$ cat src/rtl/serial_adder_if.sv
// Operand/result handshake bundle for the bit-serial adder.
// The producer/consumer side takes the master modport; the adder takes the slave modport.
interface serial_adder_if #(
  parameter int WIDTH = 8
);
  logic             in_valid;
  logic             in_ready;
  logic [WIDTH-1:0] A;
  logic [WIDTH-1:0] B;
  logic             Cin;
  logic             out_valid;
  logic             out_ready;
  logic [WIDTH-1:0] Sum;
  logic             Cout;
  logic             Overflow;

  modport master (
    output in_valid, A, B, Cin, out_ready,
    input  in_ready, out_valid, Sum, Cout, Overflow
  );

  modport slave (
    input  in_valid, A, B, Cin, out_ready,
    output in_ready, out_valid, Sum, Cout, Overflow
  );
endinterface

$ cat src/rtl/serial_adder.sv
// Bit-serial WIDTH-bit adder: one full-adder cell and a registered carry are reused
// LSB-first over WIDTH clocks. Operands and results move on valid/ready handshakes.
module serial_adder #(
  parameter int WIDTH = 8
) (
  input  logic          clk,
  input  logic          rst_n,
  serial_adder_if.slave bus
);
  localparam int CW = (WIDTH > 1) ? $clog2(WIDTH) : 1;
  localparam logic [CW-1:0] LAST = CW'(WIDTH - 1);

  typedef enum logic [1:0] {IDLE, RUN, DONE} state_t;

  state_t           state_reg, state_next;
  logic [WIDTH-1:0] a_reg, b_reg, sum_sr_reg;
  logic             carry_reg;
  logic [CW-1:0]    cnt_reg;
  logic [WIDTH-1:0] sum_reg;
  logic             cout_reg, ovf_reg;

  logic bit_s, carry_next;

  always_comb begin
    state_next = state_reg;
    bit_s      = a_reg[0] ^ b_reg[0] ^ carry_reg;
    carry_next = (a_reg[0] & b_reg[0]) | (a_reg[0] & carry_reg) | (b_reg[0] & carry_reg);
    case (state_reg)
      IDLE:    if (bus.in_valid)     state_next = RUN;
      RUN:     if (cnt_reg == LAST)  state_next = DONE;
      DONE:    if (bus.out_ready)    state_next = IDLE;
      default:                       state_next = IDLE;
    endcase
  end

  always_ff @(posedge clk or negedge rst_n) begin
    if (!rst_n) begin
      state_reg  <= IDLE;
      a_reg      <= '0;
      b_reg      <= '0;
      sum_sr_reg <= '0;
      carry_reg  <= 1'b0;
      cnt_reg    <= '0;
      sum_reg    <= '0;
      cout_reg   <= 1'b0;
      ovf_reg    <= 1'b0;
    end else begin
      state_reg <= state_next;
      case (state_reg)
        IDLE: begin
          if (bus.in_valid) begin
            a_reg     <= bus.A;
            b_reg     <= bus.B;
            carry_reg <= bus.Cin;
            cnt_reg   <= '0;
          end
        end
        RUN: begin
          a_reg      <= a_reg >> 1;
          b_reg      <= b_reg >> 1;
          sum_sr_reg <= {bit_s, sum_sr_reg[WIDTH-1:1]};
          carry_reg  <= carry_next;
          if (cnt_reg == LAST) begin
            // carry_reg here is the carry into the MSB, carry_next the carry out of it
            sum_reg  <= {bit_s, sum_sr_reg[WIDTH-1:1]};
            cout_reg <= carry_next;
            ovf_reg  <= carry_reg ^ carry_next;
          end else begin
            cnt_reg <= cnt_reg + 1'b1;
          end
        end
        default: ;
      endcase
    end
  end

  assign bus.in_ready  = (state_reg == IDLE);
  assign bus.out_valid = (state_reg == DONE);
  assign bus.Sum       = sum_reg;
  assign bus.Cout      = cout_reg;
  assign bus.Overflow  = ovf_reg;
endmodule

$ cat src/flat_wrapper.sv
// flat-port wrapper written by rule: the top's interface ports become plain ports
module serial_adder_flat 
#(
  parameter int WIDTH = 8
)
  (clk, rst_n, bus_in_valid, bus_A, bus_B, bus_Cin, bus_out_ready, bus_in_ready, bus_out_valid, bus_Sum, bus_Cout, bus_Overflow);
  serial_adder_if #(.WIDTH(WIDTH)) bus_i ();
  input  logic clk;
  input  logic rst_n;
  input wire logic [$bits(bus_i.in_valid)-1:0] bus_in_valid;
  input wire logic [$bits(bus_i.A)-1:0] bus_A;
  input wire logic [$bits(bus_i.B)-1:0] bus_B;
  input wire logic [$bits(bus_i.Cin)-1:0] bus_Cin;
  input wire logic [$bits(bus_i.out_ready)-1:0] bus_out_ready;
  output wire logic [$bits(bus_i.in_ready)-1:0] bus_in_ready;
  output wire logic [$bits(bus_i.out_valid)-1:0] bus_out_valid;
  output wire logic [$bits(bus_i.Sum)-1:0] bus_Sum;
  output wire logic [$bits(bus_i.Cout)-1:0] bus_Cout;
  output wire logic [$bits(bus_i.Overflow)-1:0] bus_Overflow;
  assign bus_i.in_valid = bus_in_valid;
  assign bus_i.A = bus_A;
  assign bus_i.B = bus_B;
  assign bus_i.Cin = bus_Cin;
  assign bus_i.out_ready = bus_out_ready;
  assign bus_in_ready = bus_i.in_ready;
  assign bus_out_valid = bus_i.out_valid;
  assign bus_Sum = bus_i.Sum;
  assign bus_Cout = bus_i.Cout;
  assign bus_Overflow = bus_i.Overflow;
  serial_adder #(.WIDTH(WIDTH)) u_core (.clk(clk), .rst_n(rst_n), .bus(bus_i));
endmodule
$ cat config.mk
export PLATFORM = sky130hd
export DESIGN_NAME = serial_adder_flat
export DESIGN_NICKNAME = d
export VERILOG_FILES = /design/src/rtl/serial_adder_if.sv /design/src/rtl/serial_adder.sv /design/src/flat_wrapper.sv
export SDC_FILE = /design/constraint.sdc
export NUM_CORES = 1
export LEC_CHECK = 0
export BUFFER_PORTS_ARGS = -buffer_cell sky130_fd_sc_hd__buf_2
export CORE_ASPECT_RATIO = 1.5
export CORE_UTILIZATION = 58
export CTS_CLUSTER_SIZE = 28
export DETAILED_ROUTE_END_ITERATION = 10
export PLACE_DENSITY = 0.83
export SLEW_MARGIN = 20
export SYNTH_ARGS = -nofsm -noshare
export SYNTH_HDL_FRONTEND = slang
export SYNTH_SLANG_ARGS = --single-unit
$ cat constraint.sdc
create_clock -name clk -period 4 [get_ports clk]
set_input_delay 0.8 -clock clk [delete_from_list [all_inputs] [get_ports clk]]
set_output_delay 0.8 -clock clk [all_outputs]
set_load 0.01 [all_outputs]
==> reports/metrics.csv <==
stage,metric,value,unit
finish,layout cells sized above 1,0.335,
sta,post-route clock period utilization,0.598,
finish,fillcell total,218,
clock_network,CTS H-tree lvls,2,
power,Tot Pwr,1600,uW
sta,clk_skew,0.00713,ns
sta,fin. max-slew vios,0,
clock_network,# resized after CTS,0,
setup_path,Reg2Reg Setup Slack,1.80,ns
setup_path,Worst Path Required,3.20,ns
global_routing,Overflow after GRT,0,
sta,Hold WS,0.485,ns
sta,post-route setup slack,1.61,ns
power,Comb pwr share,0.328,
synth,"EDFF count, synth",0,
floorplan,core area,2910,sq um
detailed_routing,DRT iter0 DRCs,24,
clock_network,"Reg clk slew, reported paths",0.08,ns
floorplan,FP Rows,24,
power,Clk pwr share,0.211,
clock_network,postcts setup bufs,0,
synth,register area share after synthesis,0.543,
place,GP Congestion,0.711,
sta,final hold violations,0,
synth,mapped cell area,1800,sq um
setup_path,CP Launch Type,flop,
floorplan,die area,3330,sq um
min_path,HP Start,u_core.bus.Sum[5]$_DFFE_PN0P_,
global_routing,largest net degree at the start of global routing,40,
power,Seq pwr share,0.461,
setup_path,cell breakdown of the critical path,"nand2b_1, inv_2, buf_2",
synth,Yosys Warn Count,0,
detailed_routing,average via count per standard cell,6.06,
sta,final setup vio count,0,
sta,RSZ-0062 raised after global routing,no,
sta,crit path time final,2.39,ns
synth,asr flop ratio synth,1.00,
finish,# nets final,184,
clock_network,Root Buffer,clkbuf_8,
setup_path,CP Class,flop to output port,
status,outcome,finished clean,
detailed_routing,DRC viols,0,
synth,cell count after synthesis,133,
finish,"commonest non-fill, non-tap cell in the layout",dfrtp_1,
setup_path,worst r2r path cells,2,
floorplan,die width,47.4,um
synth,register bit total from synthesis,39,
detailed_routing,final WL,3.22,mm
run,Max Cap Viol,0,
setup_path,CP max stage cell,dfrtp_1,
sta,max frequency,0.418,GHz
power,NetSw,520,uW
floorplan,# IOs,33,
detailed_routing,via count,1211,
synth,Synth Area in Adders,0.0251,
power,P_leak,0.000947,uW
synth,syn avg cell area,13.5,sq um
synth,Synth Net Count,157,
synth,Yosys cell types,26,
synth,complex-gate fraction of the synthesized area,0.128,
setup_path,CP endpoint kind,output port,
setup_path,Worst Setup SP,u_core.state_reg[0]$_DFFE_PN0P_,
setup_path,reg2reg end,u_core.sum_sr_reg[5]$_DFFE_PN0N_,
global_routing,first-pass GRT wire length,5.57,mm
min_path,Hold Crit Class,flop to flop,
sta,setup_tns,0,ns
power,Pwr per Cell Area,773,nW/um^2
floorplan,Initial Util,0.617,
place,pre-CTS setup slack,1.83,ns
global_routing,vias in the first global route,1205,
power,switching part of the total,0.325,
clock_network,# hold bufs at CTS,0,
power,Int Pwr,1080,uW
sta,Worst-Margin Slew,0.847,ns
finish,ant diodes,0,
finish,Layout area overhead,15.0,%
clock_network,Clock Sinks,39,
power,Max VDD drop,0.468,mV
finish,"commonest non-fill, non-tap cells in the layout","39 x dfrtp_1, 32 x buf_2, 17 x mux2_1",
detailed_routing,Avg WL per Cell,16.1,um
clock_network,TritonCTS clock tree,yes,
global_routing,antenna violations before repair,0,
detailed_routing,Final ANT Viol Nets,0,
setup_path,"Arr. time, crit path",1.59,ns
min_path,worst hold stages,1,
clock_network,CTS buffer count,5,
setup_path,RR Startpoint,u_core.state_reg[0]$_DFFE_PN0P_,
sta,worst relative slew slack,0.435,
synth,xor and xnor area share after synthesis,0.00487,
synth,largest family of logic cells by synthesized area,simple AND/OR/NAND/NOR gates,
synth,mux share of post-synthesis cell area,0.107,
min_path,worst hold endpoint,u_core.bus.Sum[5]$_DFFE_PN0P_,
place,I/O Buffers,32,
setup_path,"slowest stage delay, CP",0.90,ns
synth,Synth Flop Type,dfrtp_1,
global_routing,GRT Total Usage,0.233,
clock_network,Bufs on Longest Clock Path,2,
synth,simple-gate share of the synthesized area,0.153,
setup_path,Max Fanout on Critical Path,34,
place,DP HPWL,2.19,mm
clock_network,worst skew pair latency,0.29,ns
detailed_routing,drt pass-1 iters,4,
floorplan,die height,70.2,um
finish,Final Util,0.710,
[power by group through the flow]
stage	logic [uW]	registers, uW	clock network, uW
2_1_floorplan	410	700	0
3_3_place_gp	486	725	0
3_5_place_dp	532	740	0
4_1_cts	532	739	341
5_1_grt	585	770	361
6_report	524	737	337
[critical path: cells and delay by family (launching register included)]
kind                   cells  cell delay (ns)
buffers and inverters      2             0.17
DFF                        1             0.90
and+or+nand+nor            1             0.23
[synth_stat cells, drive strengths merged, types with 3 or more instances]
cell type,n,area [sq um]
nand2b,5,31.3
buf,9,45.0
inv,4,15.0
clkbuf,3,11.3
mux2,17,191
o221ai,3,26.3
or4b,15,150
dfrtp,39,976
nand3,3,15.0
o221a,13,146
[cell families (layout without fill, tap and decap cells)]
logic type	count (synthesis)	after routing
AO/OA/AOI/OAI	23	23
adder cells (fa/ha/maj)	3	3
flip-flops	39	39
multiplexers	17	17
buffers and inverters	16	44
XOR/XNOR	1	1
AND/OR/NAND/NOR	34	34
[through the flow]
stage	instances	instance area, sq um
finish	200	2070
global route	200	2070
CTS	200	2070
detailed placement	192	1950
global placement	192	1950
floorplan	133	1800
[layer usage]
metal / up-vias / part of all wire / GRT usage
met2: 32 / 0.56 / 0.352
li1: 560 / - / -
met1: 610 / 0.38 / 0.311
met5: - / 0 / 0
met3: 9 / 0.037 / 0.0672
met4: 0 / 0.018 / 0.0857
[area by class of cell]
cell class / count / area, sq um / area share
sequential: 39 / 976 / 0.472
multi-input combinational: 78 / 749 / 0.363
timing repair buffer: 32 / 160 / 0.0775
clock buffer: 6 / 82.6 / 0.0400
tap: 39 / 48.8 / 0.0236
clock inverter: 2 / 35.0 / 0.0169
inverter: 4 / 15.0 / 0.00726
[worst max path at each step]
stage | to | slack (ns) | cells past startpoint
2_1_floorplan | bus_out_valid | 2.23 | 4
3_3_place_gp | u_core.sum_sr_reg[5]$_DFFE_PN0N_ | 1.99 | 2
3_5_place_dp | u_core.sum_sr_reg[5]$_DFFE_PN0N_ | 1.83 | 2
4_1_cts | bus_out_valid | 1.61 | 3
5_1_grt | bus_out_valid | 1.48 | 3
6_report | bus_out_valid | 1.61 | 3
Note: power is estimated with default switching activity, not from simulation.
